File: src/rtl/song_reader_pkg.sv
// Shared definitions for the song player: field widths, ROM geometry and the
// song reader state encoding. The note player and MCU import the same package.
package song_pkg;

  localparam int NOTE_WIDTH     = 6;
  localparam int DURATION_WIDTH = 6;
  localparam int SONG_WIDTH     = 2;
  localparam int INDEX_WIDTH    = 5;
  localparam int NOTES_PER_SONG = 2 ** INDEX_WIDTH;

  localparam int ADDR_WIDTH  = SONG_WIDTH + INDEX_WIDTH;
  localparam int ENTRY_WIDTH = NOTE_WIDTH + DURATION_WIDTH;

  localparam logic [INDEX_WIDTH-1:0] LAST_INDEX = INDEX_WIDTH'(NOTES_PER_SONG - 1);

  localparam logic [2:0] ST_FETCH     = 3'd0;
  localparam logic [2:0] ST_WAIT_ROM  = 3'd1;
  localparam logic [2:0] ST_ISSUE     = 3'd2;
  localparam logic [2:0] ST_WAIT_NOTE = 3'd3;
  localparam logic [2:0] ST_DONE      = 3'd4;
  localparam logic [2:0] ST_END       = 3'd5;

  typedef enum logic [2:0] {
    FETCH     = ST_FETCH,
    WAIT_ROM  = ST_WAIT_ROM,
    ISSUE     = ST_ISSUE,
    WAIT_NOTE = ST_WAIT_NOTE,
    DONE      = ST_DONE,
    END       = ST_END
  } state_t;

  // A zero duration terminates a song early; the note field is don't-care.
  function automatic logic isEndMarker(input logic [ENTRY_WIDTH-1:0] entry);
    return entry[DURATION_WIDTH-1:0] == '0;
  endfunction

endpackage

File: src/rtl/song_reader_if.sv
// Control bundle around the song reader: MCU play controls and the note
// player handshake. The reader is the slave; the MCU/player side is the master.
interface song_reader_if;
  import song_pkg::*;

  logic                      play;
  logic [SONG_WIDTH-1:0]     song;
  logic                      reset_player;
  logic                      note_done;
  logic [NOTE_WIDTH-1:0]     note;
  logic [DURATION_WIDTH-1:0] duration;
  logic                      new_note;
  logic                      song_done;

  modport master (
    output play, song, reset_player, note_done,
    input  note, duration, new_note, song_done
  );

  modport slave (
    input  play, song, reset_player, note_done,
    output note, duration, new_note, song_done
  );

endinterface

File: src/rtl/song_reader_rom.sv
// Song ROM: 4 songs x 32 entries of {note, duration}, synchronous read with
// one cycle of latency. Contents are produced by a constant function so the
// table reads as musical phrases rather than a wall of hex.
module song_rom
  import song_pkg::*;
(
  input  logic                   clk,
  input  logic [ADDR_WIDTH-1:0]  addr,
  output logic [ENTRY_WIDTH-1:0] dout
);

  function automatic logic [ENTRY_WIDTH-1:0] romEntry(input logic [ADDR_WIDTH-1:0] a);
    logic [SONG_WIDTH-1:0]     s;
    logic [INDEX_WIDTH-1:0]    k;
    logic [NOTE_WIDTH-1:0]     n;
    logic [DURATION_WIDTH-1:0] d;
    s = a[ADDR_WIDTH-1:INDEX_WIDTH];
    k = a[INDEX_WIDTH-1:0];
    n = '0;
    d = '0;
    case (s)
      2'd0: begin
        // Short song: two intro notes, a rising run, end marker at entry 10.
        if (k == 5'd0) begin
          n = 6'd20;
          d = 6'd10;
        end else if (k == 5'd1) begin
          n = 6'd25;
          d = 6'd5;
        end else if (k <= 5'd9) begin
          n = 6'(k) + 6'd10;
          d = 6'(k);
        end else if (k == 5'd10) begin
          n = '0;
          d = '0;
        end else begin
          n = 6'(k);
          d = 6'd1;
        end
      end
      2'd1: begin
        // Full-length song, every entry playable.
        n = 6'd32 + 6'(k);
        d = 6'(k) + 6'd1;
      end
      2'd2: begin
        // Three notes then an end marker.
        if (k <= 5'd2) begin
          n = 6'd40 + 6'(k);
          d = 6'd3 + 6'(k);
        end else if (k == 5'd3) begin
          n = '0;
          d = '0;
        end else begin
          n = 6'(k);
          d = 6'd7;
        end
      end
      default: begin
        // Full-length descending song with odd durations.
        n = 6'd63 - 6'(k);
        d = {k, 1'b1};
      end
    endcase
    return {n, d};
  endfunction

  // Registered read port; address presented in one cycle, data the next.
  always_ff @(posedge clk) begin
    dout <= romEntry(addr);
  end

endmodule

File: src/rtl/song_reader.sv
// Song reader: walks the note list of the selected song, hands one note at a
// time to the note player and flags the end of the song to the MCU.
module song_reader
  import song_pkg::*;
(
  input  logic         clk,
  input  logic         reset,
  song_reader_if.slave bus
);

  state_t                    r_state;
  state_t                    w_nextState;
  logic [INDEX_WIDTH-1:0]    r_idx;
  logic [INDEX_WIDTH-1:0]    w_nextIdx;
  logic [NOTE_WIDTH-1:0]     r_note;
  logic [NOTE_WIDTH-1:0]     w_nextNote;
  logic [DURATION_WIDTH-1:0] r_duration;
  logic [DURATION_WIDTH-1:0] w_nextDuration;

  logic [ADDR_WIDTH-1:0]     w_romAddr;
  logic [ENTRY_WIDTH-1:0]    w_romData;
  logic [NOTE_WIDTH-1:0]     w_romNote;
  logic [DURATION_WIDTH-1:0] w_romDuration;

  // The ROM address follows idx directly, so data stays valid while paused.
  assign w_romAddr = {bus.song, r_idx};

  song_rom u_rom (
    .clk  (clk),
    .addr (w_romAddr),
    .dout (w_romData)
  );

  assign {w_romNote, w_romDuration} = w_romData;

  // State, note index and the current note registers, cleared by async reset.
  always_ff @(posedge clk or posedge reset) begin
    if (reset) begin
      r_state    <= FETCH;
      r_idx      <= '0;
      r_note     <= '0;
      r_duration <= '0;
    end else begin
      r_state    <= w_nextState;
      r_idx      <= w_nextIdx;
      r_note     <= w_nextNote;
      r_duration <= w_nextDuration;
    end
  end

  // Next-state logic; a player restart overrides every transition, and a
  // low play level freezes the fetch/issue path but never the note_done wait.
  always_comb begin
    w_nextState    = r_state;
    w_nextIdx      = r_idx;
    w_nextNote     = r_note;
    w_nextDuration = r_duration;
    if (bus.reset_player) begin
      w_nextState    = FETCH;
      w_nextIdx      = '0;
      w_nextNote     = '0;
      w_nextDuration = '0;
    end else begin
      case (r_state)
        FETCH: begin
          if (bus.play) begin
            w_nextState = WAIT_ROM;
          end
        end
        WAIT_ROM: begin
          if (bus.play) begin
            if (isEndMarker(w_romData)) begin
              w_nextState = DONE;
            end else begin
              w_nextNote     = w_romNote;
              w_nextDuration = w_romDuration;
              w_nextState    = ISSUE;
            end
          end
        end
        ISSUE: begin
          if (bus.play) begin
            w_nextState = WAIT_NOTE;
          end
        end
        WAIT_NOTE: begin
          if (bus.note_done) begin
            if (r_idx == LAST_INDEX) begin
              w_nextState = DONE;
            end else begin
              w_nextIdx   = r_idx + INDEX_WIDTH'(1);
              w_nextState = FETCH;
            end
          end
        end
        DONE: begin
          w_nextState = END;
        end
        END: begin
          w_nextState = END;
        end
        default: begin
          w_nextState = FETCH;
        end
      endcase
    end
  end

  assign bus.new_note  = (r_state == ISSUE) && bus.play;
  assign bus.song_done = (r_state == DONE);
  assign bus.note      = r_note;
  assign bus.duration  = r_duration;

endmodule

File: src/flat_wrapper.sv
// flat-port wrapper written by rule: the top's interface ports become plain ports
module song_reader_flat import song_pkg::*;
  (clk, reset, bus_play, bus_song, bus_reset_player, bus_note_done, bus_note, bus_duration, bus_new_note, bus_song_done);
  song_reader_if bus_i ();
  input  logic clk;
  input  logic reset;
  input wire logic [$bits(bus_i.play)-1:0] bus_play;
  input wire logic [$bits(bus_i.song)-1:0] bus_song;
  input wire logic [$bits(bus_i.reset_player)-1:0] bus_reset_player;
  input wire logic [$bits(bus_i.note_done)-1:0] bus_note_done;
  output wire logic [$bits(bus_i.note)-1:0] bus_note;
  output wire logic [$bits(bus_i.duration)-1:0] bus_duration;
  output wire logic [$bits(bus_i.new_note)-1:0] bus_new_note;
  output wire logic [$bits(bus_i.song_done)-1:0] bus_song_done;
  assign bus_i.play = bus_play;
  assign bus_i.song = bus_song;
  assign bus_i.reset_player = bus_reset_player;
  assign bus_i.note_done = bus_note_done;
  assign bus_note = bus_i.note;
  assign bus_duration = bus_i.duration;
  assign bus_new_note = bus_i.new_note;
  assign bus_song_done = bus_i.song_done;
  song_reader u_core (.clk(clk), .reset(reset), .bus(bus_i));
endmodule
File: config.mk
export PLATFORM = sky130hd
export DESIGN_NAME = song_reader_flat
export DESIGN_NICKNAME = d
export VERILOG_FILES = /design/src/rtl/song_reader_pkg.sv /design/src/rtl/song_reader_if.sv /design/src/rtl/song_reader_rom.sv /design/src/rtl/song_reader.sv /design/src/flat_wrapper.sv
export SDC_FILE = /design/constraint.sdc
export NUM_CORES = 1
export LEC_CHECK = 0
export ABC_AREA = 1
export CELL_PAD_IN_SITES_DETAIL_PLACEMENT = 0
export CELL_PAD_IN_SITES_GLOBAL_PLACEMENT = 1
export CORE_UTILIZATION = 41
export CTS_CLUSTER_SIZE = 30
export DETAILED_ROUTE_END_ITERATION = 7
export PLACE_DENSITY = 0.85
export SYNTH_ARGS = -nofsm -noshare
export SYNTH_HDL_FRONTEND = slang
export SYNTH_SLANG_ARGS = --single-unit
File: constraint.sdc
create_clock -name clk -period 1.84 [get_ports clk]
set_input_delay 0.368 -clock clk [delete_from_list [all_inputs] [get_ports clk]]
set_output_delay 0.368 -clock clk [all_outputs]
set_load 0.02 [all_outputs]
==> flow_summary.rst, run 1 <==
.. list-table::
   :header-rows: 1

   * - Metric
     - Value
   * - Status
     - finished clean
   * - Net count, final
     - 352
   * - RSZ-0062 raised after global routing
     - false
   * - Basic-gate share of the synthesized area counting and, or, nand and nor cells
     - 39.48%
   * - Register area
     - 740.7 um2
   * - Switching Power
     - ~630 uW
   * - Insertion delay to the later sink of the worst-skew pair
     - 280 ps
   * - Post-Synthesis Cell Area
     - 2034 um2
   * - Setup crit end kind
     - register
   * - Launch point of the worst reg-to-reg path
     - u_core.r_idx[1]$_DFFE_PP0P_
   * - Count of inserted antenna diode cells
     - 0
   * - Number of sinks handled by clock tree synthesis
     - 32
   * - Fmax achieved
     - 0.6000 GHz
   * - Element type at the critical path start
     - register
   * - Worst slew margin relative to its limit
     - 77.48%
   * - Effective utilization at floorplan
     - between 40% and 50%
   * - Sequential cell area fraction in the yosys report
     - 36.41%
   * - Post-synthesis net count
     - approximately 300
   * - Post-DR wirelength/cell
     - 12.12 um
   * - Wire length reported by the detailed router
     - 4837 um
   * - Number of rows created at floorplan
     - 25
   * - Synthesized area per cell
     - 7.240 um2
   * - CTS tree
     - done
   * - Detailed placement HPWL
     - 3726 um
   * - Clk pwr share
     - 34.1%
   * - Overall Global Routing Usage
     - 20.80%
   * - Horizontal extent of the die
     - between 70 and 80 um
   * - Final Hold Violating Endpoints
     - 0
   * - Endpoints failing setup
     - 0
   * - Final clock period utilization by the worst path
     - 90.58%
   * - Fraction of layout instances using a drive strength above 1
     - 17.17%
   * - Share of the core filled with cells
     - 54.97%
   * - Setup WS pre-CTS
     - -146.8 ps
   * - Area grow syn2layout
     - 28.47%
   * - Reg-to-reg critical path endpoint
     - u_core.r_idx[3]$_DFFE_PP0P_
   * - Post-synthesis register bit count
     - 32
   * - Antenna violations before repair
     - 0
   * - Worst R2R Setup Slack
     - ~170 ps
   * - Max-slew violations
     - 0
   * - Main combinational cell family by area after synthesis
     - simple AND/OR/NAND/NOR gates
   * - Share of async-settable or async-resettable flops after synthesis
     - 62.50%
   * - Logic pwr share
     - 27.4%
   * - Synth Area in Compound Gates
     - 6.950%
   * - Sw frac
     - between 20% and 30%
   * - Time the worst path needs with I/O delays and setup
     - 1667 ps
   * - Total internal power
     - 1493 uW
   * - Via count normalized by instance count
     - 4.880
   * - Reported max-cap violation count
     - 0
   * - Maximum number of pins on one net before global-route repair
     - 21
   * - Chip height
     - just over 70 um
   * - Worst Clk Skew
     - 6.324 ps
   * - GR Overflow Total
     - 0
   * - Number of global-route vias before repair
     - 1,830
   * - DR vias
     - 1,947
   * - Filler cells
     - 477
   * - Cts bufs inserted
     - 5
   * - Root Driver
     - sky130_fd_sc_hd__clkbuf_8
   * - Adder-cell area share of the yosys netlist
     - 8.610%
   * - Maximum buffer depth of the clock tree
     - 2
   * - Count of input and output buffers
     - 20
   * - Worst Reg-to-Reg Cells
     - 10
   * - Power Density
     - roughly 810 nW/um2
   * - Required time worst endpoint
     - 2020 ps
   * - Final weighted congestion of routability-driven global placement
     - 0.8773
   * - Synth Instances
     - 281
   * - Total leakage power
     - 0.001321 uW
   * - Clock-pin slew of the registers on the worst-case setup and hold paths
     - about 70 ps
   * - EDFF count, synth
     - 0
   * - Ports
     - 21
   * - Total number of H-tree levels
     - 2
   * - Core outline area
     - 4755 um2
   * - Final worst setup slack
     - 173.3 ps
   * - Worst Path Arrival
     - 1850 ps
   * - Number of nets still failing antenna checks after routing
     - 0
   * - Startpoint of the worst setup timing path
     - u_core.r_idx[1]$_DFFE_PP0P_
   * - Type of the most critical hold path
     - input pin to asynchronous set/reset pin
   * - Count of TritonRoute iterations in the first routing pass
     - 5
   * - Ys flop type
     - sky130_fd_sc_hd__dfrtp_1
   * - Wire length of the first global-routing pass
     - 8383 um
   * - Worst VDD drop
     - 0.0003190 V
   * - Transition time at the pin with the least slew margin
     - 336.5 ps
   * - Count of synthesis-stage warnings from yosys
     - 0
   * - Die area
     - 5248 um2
   * - Maximum fanout along the worst path
     - 10
   * - Xor/xnor cell area share of the yosys netlist
     - 2.153%
   * - DRC violation count after routing
     - 0
   * - Area of the multi-input gates
     - 1166 um2
   * - Number of library cell types mapped by synthesis
     - 30
   * - Multiplexer fraction of the synthesized cell area
     - 0%
   * - Critical path start-end classification
     - register to register
   * - DRT iter0 DRCs
     - 101
   * - Share of total power in sequential cells
     - between 30% and 40%
-- per-layer routing --
metal / part of all wire [%] / global-route usage [%] / routed length [um] / vias to the layer above
met2: 44 / 33.23 / 2129 / 56
met3: 4.6 / 3.750 / 224 / 6
li1: - / - / - / 1006
met1: 50 / 28.53 / 2421 / 879
met5: 0 / 0 / 0 / -
met4: 1.3 / 6.536 / 62 / 0
-- repair_timing --
item / 4_1_cts / 5_1_grt
hold buffers: 0 / 0
gates resized for setup: 2 / 3
endpoints found under the setup margin: 2 / 8
pin swaps: 0 / 1
buffers inserted: 0 / 2
-- power groups by stage --
| stage | clock network (uW) | logic (uW) | registers (uW) |
|---|---|---|---|
| 2_1_floorplan | 0 | 341 | 839 |
| 3_3_place_gp | 0 | 566 | 829 |
| 3_5_place_dp | 0 | 567 | 830 |
| 4_1_cts | 739 | 568 | 816 |
| 5_1_grt | 778 | 658 | 826 |
| 6_report | 723 | 582 | 815 |
-- cell usage in the layout (no fill, tap or decap), drive strengths merged, types with 2 or more instances in the layout --
cell / netlist / layout
nand2: 112 / 112
nand3: 35 / 35
buf: 5 / 28
inv: 22 / 22
dfrtp: 20 / 20
nor2: 19 / 19
clkdlybuf4s50: 0 / 18
ha: 14 / 14
dfxtp: 12 / 12
o21ai: 9 / 9
a21oi: 9 / 9
clkbuf: 0 / 8
nand4: 6 / 6
xor2: 4 / 4
nor3: 4 / 4
clkinv: 2 / 2
-- worst max-delay path, cell delays in order, from the launching register on --
cell,delay (ps)
sky130_fd_sc_hd__dfrtp_1,410
sky130_fd_sc_hd__buf_4,150
sky130_fd_sc_hd__ha_1,180
sky130_fd_sc_hd__nand2_1,60
sky130_fd_sc_hd__nor2_1,40
sky130_fd_sc_hd__ha_1,170
sky130_fd_sc_hd__inv_1,70
sky130_fd_sc_hd__nand4_1,120
sky130_fd_sc_hd__nand2_2,180
sky130_fd_sc_hd__nand3_1,80
sky130_fd_sc_hd__o21ai_0,110
-- worst max path at each step --
stage,to,cells after the start,slack [ps]
2_1_floorplan,u_core.u_rom.dout[1]$_DFF_P_,9,200
4_1_cts,bus_new_note,4,110
5_1_grt,u_core.u_rom.dout[1]$_DFF_P_,9,7
6_report,u_core.r_idx[3]$_DFFE_PP0P_,10,170
3_5_place_dp,bus_new_note,4,-150
3_3_place_gp,bus_new_note,4,-140
-- flip-flops by register name (all words and copies together), names as in the netlist --
register and count:
u_core.bus.note 6, u_core.u_rom.dout 12, u_core.r_state 3, u_core.r_idx 5
u_core.bus.duration 6
-- layout make-up --
class	instances	share of cell area, %
timing repair buffer	48	15.46
clock inverter	1	1.149
sequential	32	28.34
tap	67	3.207
inverter	24	3.542
clock buffer	7	3.686
multi-input combinational	220	44.61
-- cell usage after synthesis, types with 4 or more instances --
cell	number	area (um2)
sky130_fd_sc_hd__dfrtp_1	20	500.5
sky130_fd_sc_hd__nor2_1	16	60.06
sky130_fd_sc_hd__dfxtp_1	12	240.2
sky130_fd_sc_hd__ha_1	14	175.2
sky130_fd_sc_hd__xor2_1	4	35.03
sky130_fd_sc_hd__o21ai_0	9	45.04
sky130_fd_sc_hd__inv_2	5	18.77
sky130_fd_sc_hd__a21oi_1	9	45.04
sky130_fd_sc_hd__nand4_1	6	37.54
sky130_fd_sc_hd__nand2_1	106	397.9
sky130_fd_sc_hd__nand3_1	32	160.2
sky130_fd_sc_hd__inv_1	16	60.06
-- per-stage QoR --
stage / power [uW] / hold slack, ps / cell area, um2 / setup TNS, ps / instances
3_3_place_gp: 1395 / 412.7 / 2476 / -144.8 / 389
2_1_floorplan: 1180 / 331.8 / 2034 / 0 / 281
5_1_grt: 2261 / 450.5 / 2614 / 0 / 399
4_1_cts: 2123 / 420.8 / 2600 / 0 / 397
3_5_place_dp: 1397 / 415.4 / 2476 / -146.8 / 389
6_report: 2120 / 417.5 / 2614 / 0 / 399
-- logic make-up (layout without fill, tap and decap cells) --
| family | count (synthesis) | count (layout) |
|---|---|---|
| AND/OR/NAND/NOR | 176 | 176 |
| flip-flops | 32 | 32 |
| buffers and inverters | 29 | 80 |
| AO/OA/AOI/OAI | 25 | 25 |
| adder cells (fa/ha/maj) | 14 | 14 |
| XOR/XNOR | 5 | 5 |
No activity file was read; power rests on OpenSTA's default activity.
==> run 2: changes to the inputs <==
--- a/config.mk
+++ b/config.mk
@@ -8,10 +8,11 @@
 export ABC_AREA = 1
 export CELL_PAD_IN_SITES_DETAIL_PLACEMENT = 0
 export CELL_PAD_IN_SITES_GLOBAL_PLACEMENT = 1
-export CORE_UTILIZATION = 41
+export CORE_UTILIZATION = 43
+export CTS_BUF_LIST = sky130_fd_sc_hd__clkbuf_8
 export CTS_CLUSTER_SIZE = 30
 export DETAILED_ROUTE_END_ITERATION = 7
-export PLACE_DENSITY = 0.85
+export PLACE_DENSITY = 0.88
 export SYNTH_ARGS = -nofsm -noshare
 export SYNTH_HDL_FRONTEND = slang
 export SYNTH_SLANG_ARGS = --single-unit
==> run 2 against run 1 <==
The run now ends with design-rule violations left. Hold slack worse by 9.9 ps. Clock power is 9.4% lower. Combinational power is 4.0% lower. Total power is 4.1% lower. Die area is 4.5% lower. Clock-buffer cell count is 2 lower. First-iteration DRC count is 4.0% lower. Register-to-register slack hardly changed. Largest cell class unchanged. Largest power group unchanged.
==> flow_summary.rst, run 2 (same netlist as run 1, synthesis figures left out) <==
.. list-table::
   :header-rows: 1

   * - Metric
     - Value
   * - Count of inserted antenna diode cells
     - 0
   * - DRT iter0 DRCs
     - 97
   * - Via count normalized by instance count
     - 4.955
   * - Final worst setup slack
     - 135.0 ps
   * - Endpoints failing setup
     - 0
   * - Maximum buffer depth of the clock tree
     - 2
   * - Violated checks
     - design-rule violations
   * - Total power consumption of the routed design
     - between 2000 and 2500 uW
   * - Final cell area excluding filler cells
     - about 2600 um2
   * - CTS tree
     - done
   * - Flip-flop count of the largest register after layout
     - 12
   * - Clock-pin slew of the registers on the worst-case setup and hold paths
     - 70 ps
   * - Switching Power
     - ~630 uW
   * - Sw frac
     - 31.02%
   * - Critical path start-end classification
     - input pin to output port
   * - Setup WS pre-CTS
     - -128.2 ps
   * - Total internal power
     - about 1400 uW
   * - Reported max-cap violation count
     - 0
   * - Ports
     - 21
   * - Fraction of layout instances using a drive strength above 1
     - 16.46%
   * - Register with the most flip-flops
     - u_core.u_rom.dout
   * - Total negative slack
     - 0 ps
   * - Worst slew margin relative to its limit
     - 72.77%
   * - Post-DR wirelength/cell
     - 12.16 um
   * - Transition time at the pin with the least slew margin
     - slightly above 400 ps
   * - Max-slew violations
     - 0
   * - Detailed placement HPWL
     - between 3000 and 4000 um
   * - Wire length reported by the detailed router
     - ~4600 um
   * - Maximum number of pins on one net before global-route repair
     - 21
   * - Number of sinks handled by clock tree synthesis
     - 32
   * - Worst VDD drop
     - 0.0003299 V
   * - Core outline area
     - about 4400 um2
   * - Setup crit end kind
     - output port
   * - Worst Clk Skew
     - between 6 and 7 ps
   * - Area of the multi-input gates
     - 1169 um2
   * - Cts bufs inserted
     - 5
   * - Type of the most critical hold path
     - input pin to asynchronous set/reset pin
   * - Number of nets still failing antenna checks after routing
     - 0
   * - Chip height
     - 70.79 um
   * - Worst Path Arrival
     - about 1300 ps
   * - Power Density
     - 795.2 nW/um2
   * - Overall Global Routing Usage
     - 21.30%
   * - Share of total power in sequential cells
     - between 40% and 50%
   * - Root Driver
     - sky130_fd_sc_hd__clkbuf_8
   * - Placed standard-cell area
     - 2442 um2
   * - Number of global-route vias before repair
     - 1,830
   * - Total leakage power
     - 0.001296 uW
   * - Final Hold Violating Endpoints
     - 0
   * - Wire length of the first global-routing pass
     - 8383 um
   * - Clk pwr share
     - 32.2%
   * - Filler cells
     - between 400 and 500
   * - DRC violation count after routing
     - 4
   * - Final clock period utilization by the worst path
     - 92.66%
   * - Commonest non-fill, non-tap cell in the layout
     - sky130_fd_sc_hd__nand2_1
   * - Maximum fanout along the worst path
     - 2
   * - DR vias
     - between 1,500 and 2,000
   * - Count of TritonRoute iterations in the first routing pass
     - 8
   * - Most frequent cells in the layout
     - 104 x sky130_fd_sc_hd__nand2_1, 32 x sky130_fd_sc_hd__nand3_1, 24 x sky130_fd_sc_hd__buf_4
   * - Effective utilization at floorplan
     - 45.78%
   * - Area grow syn2layout
     - 25.65%
   * - Count of input and output buffers
     - 20
   * - Horizontal extent of the die
     - a little over 70 um
   * - Fmax achieved
     - 0.5865 GHz
   * - RSZ-0062 raised after global routing
     - false
   * - Time the worst path needs with I/O delays and setup
     - 1705 ps
   * - Register area
     - 740.7 um2
   * - CTS hold repair buffers
     - 0
   * - Net count, final
     - 348
   * - Antenna violations before repair
     - 0
   * - Worst R2R Setup Slack
     - 180 ps
   * - Required time worst endpoint
     - 1470 ps
   * - Die area
     - 5011 um2
   * - Final weighted congestion of routability-driven global placement
     - approximately 0.86
   * - GR Overflow Total
     - 0
   * - Total number of H-tree levels
     - 2
   * - Logic pwr share
     - between 20% and 30%
   * - Number of rows created at floorplan
     - 24
   * - Insertion delay to the later sink of the worst-skew pair
     - about 280 ps
   * - Element type at the critical path start
     - input pin
   * - Status
     - finished with violations
## run 2: cell count changes in the layout (fill, tap and decap cells not counted), sizes merged
cell	previous run	this run
clkinv	2	3
clkinvlp	0	1
clkbuf	8	5
dlygate4sd2	1	2
buf	28	24
## run 2: worst max-delay path, stage by stage
cell and delay [ps]:
sky130_fd_sc_hd__clkdlybuf4s50_1 480, sky130_fd_sc_hd__inv_1 60, sky130_fd_sc_hd__nor2_1 100, sky130_fd_sc_hd__dlygate4sd2_1 340
## run 2: worst paths after layout
path	from	end	depth (start not counted)
max in group asynchronous	reset	u_core.r_state[0]$_DFFE_PP0P_	3
max	bus_play	bus_new_note	4
min in group clk	u_core.u_rom.dout[6]$_DFF_P_	u_core.bus.note[0]$_DFFE_PP0P_	2
max reg2reg	u_core.r_idx[0]$_DFFE_PP0P_	u_core.u_rom.dout[1]$_DFF_P_	9
min reg2reg	u_core.u_rom.dout[6]$_DFF_P_	u_core.bus.note[0]$_DFFE_PP0P_	2
min	reset	u_core.bus.note[4]$_DFFE_PP0P_	3
## run 2: metal layers
layer	global-route usage (%)	up-vias	wire length, um
met1	28.03	831	2242
met4	8.222	0	35
met3	3.989	2	193
met5	0	-	0
met2	34.83	46	2151
li1	-	1004	-
## run 2: layout make-up
type | count | area share (%)
tap | 52 | 2.545
inverter | 24 | 3.622
clock inverter | 3 | 1.664
multi-input combinational | 220 | 45.72
timing repair buffer | 44 | 14.78
sequential | 32 | 28.98
clock buffer | 5 | 2.692
## run 2: stage by stage
step | std cells | hold slack, ps | util (%)
floorplan | 281 | 331.8 | -
global placement | 372 | 414.9 | 54.96
detailed placement | 372 | 418.9 | 54.96
CTS | 380 | 407.4 | 57.40
global route | 380 | 428.3 | 57.52
finish | 380 | 407.6 | 57.52
## run 2: power by group through the flow
stage | combinational (uW) | clock, uW | sequential, uW
global placement | 558 | 0 | 830
detailed placement | 556 | 0 | 832
finish | 559 | 655 | 818
global route | 637 | 706 | 825
CTS | 557 | 679 | 818
floorplan | 341 | 0 | 839
## run 2: what timing repair did
action                                  4_1_cts  5_1_grt
endpoints found under the setup margin        2        7
gates cloned                                  0        0
gates resized for setup                       2        3
setup buffers                                 0        0
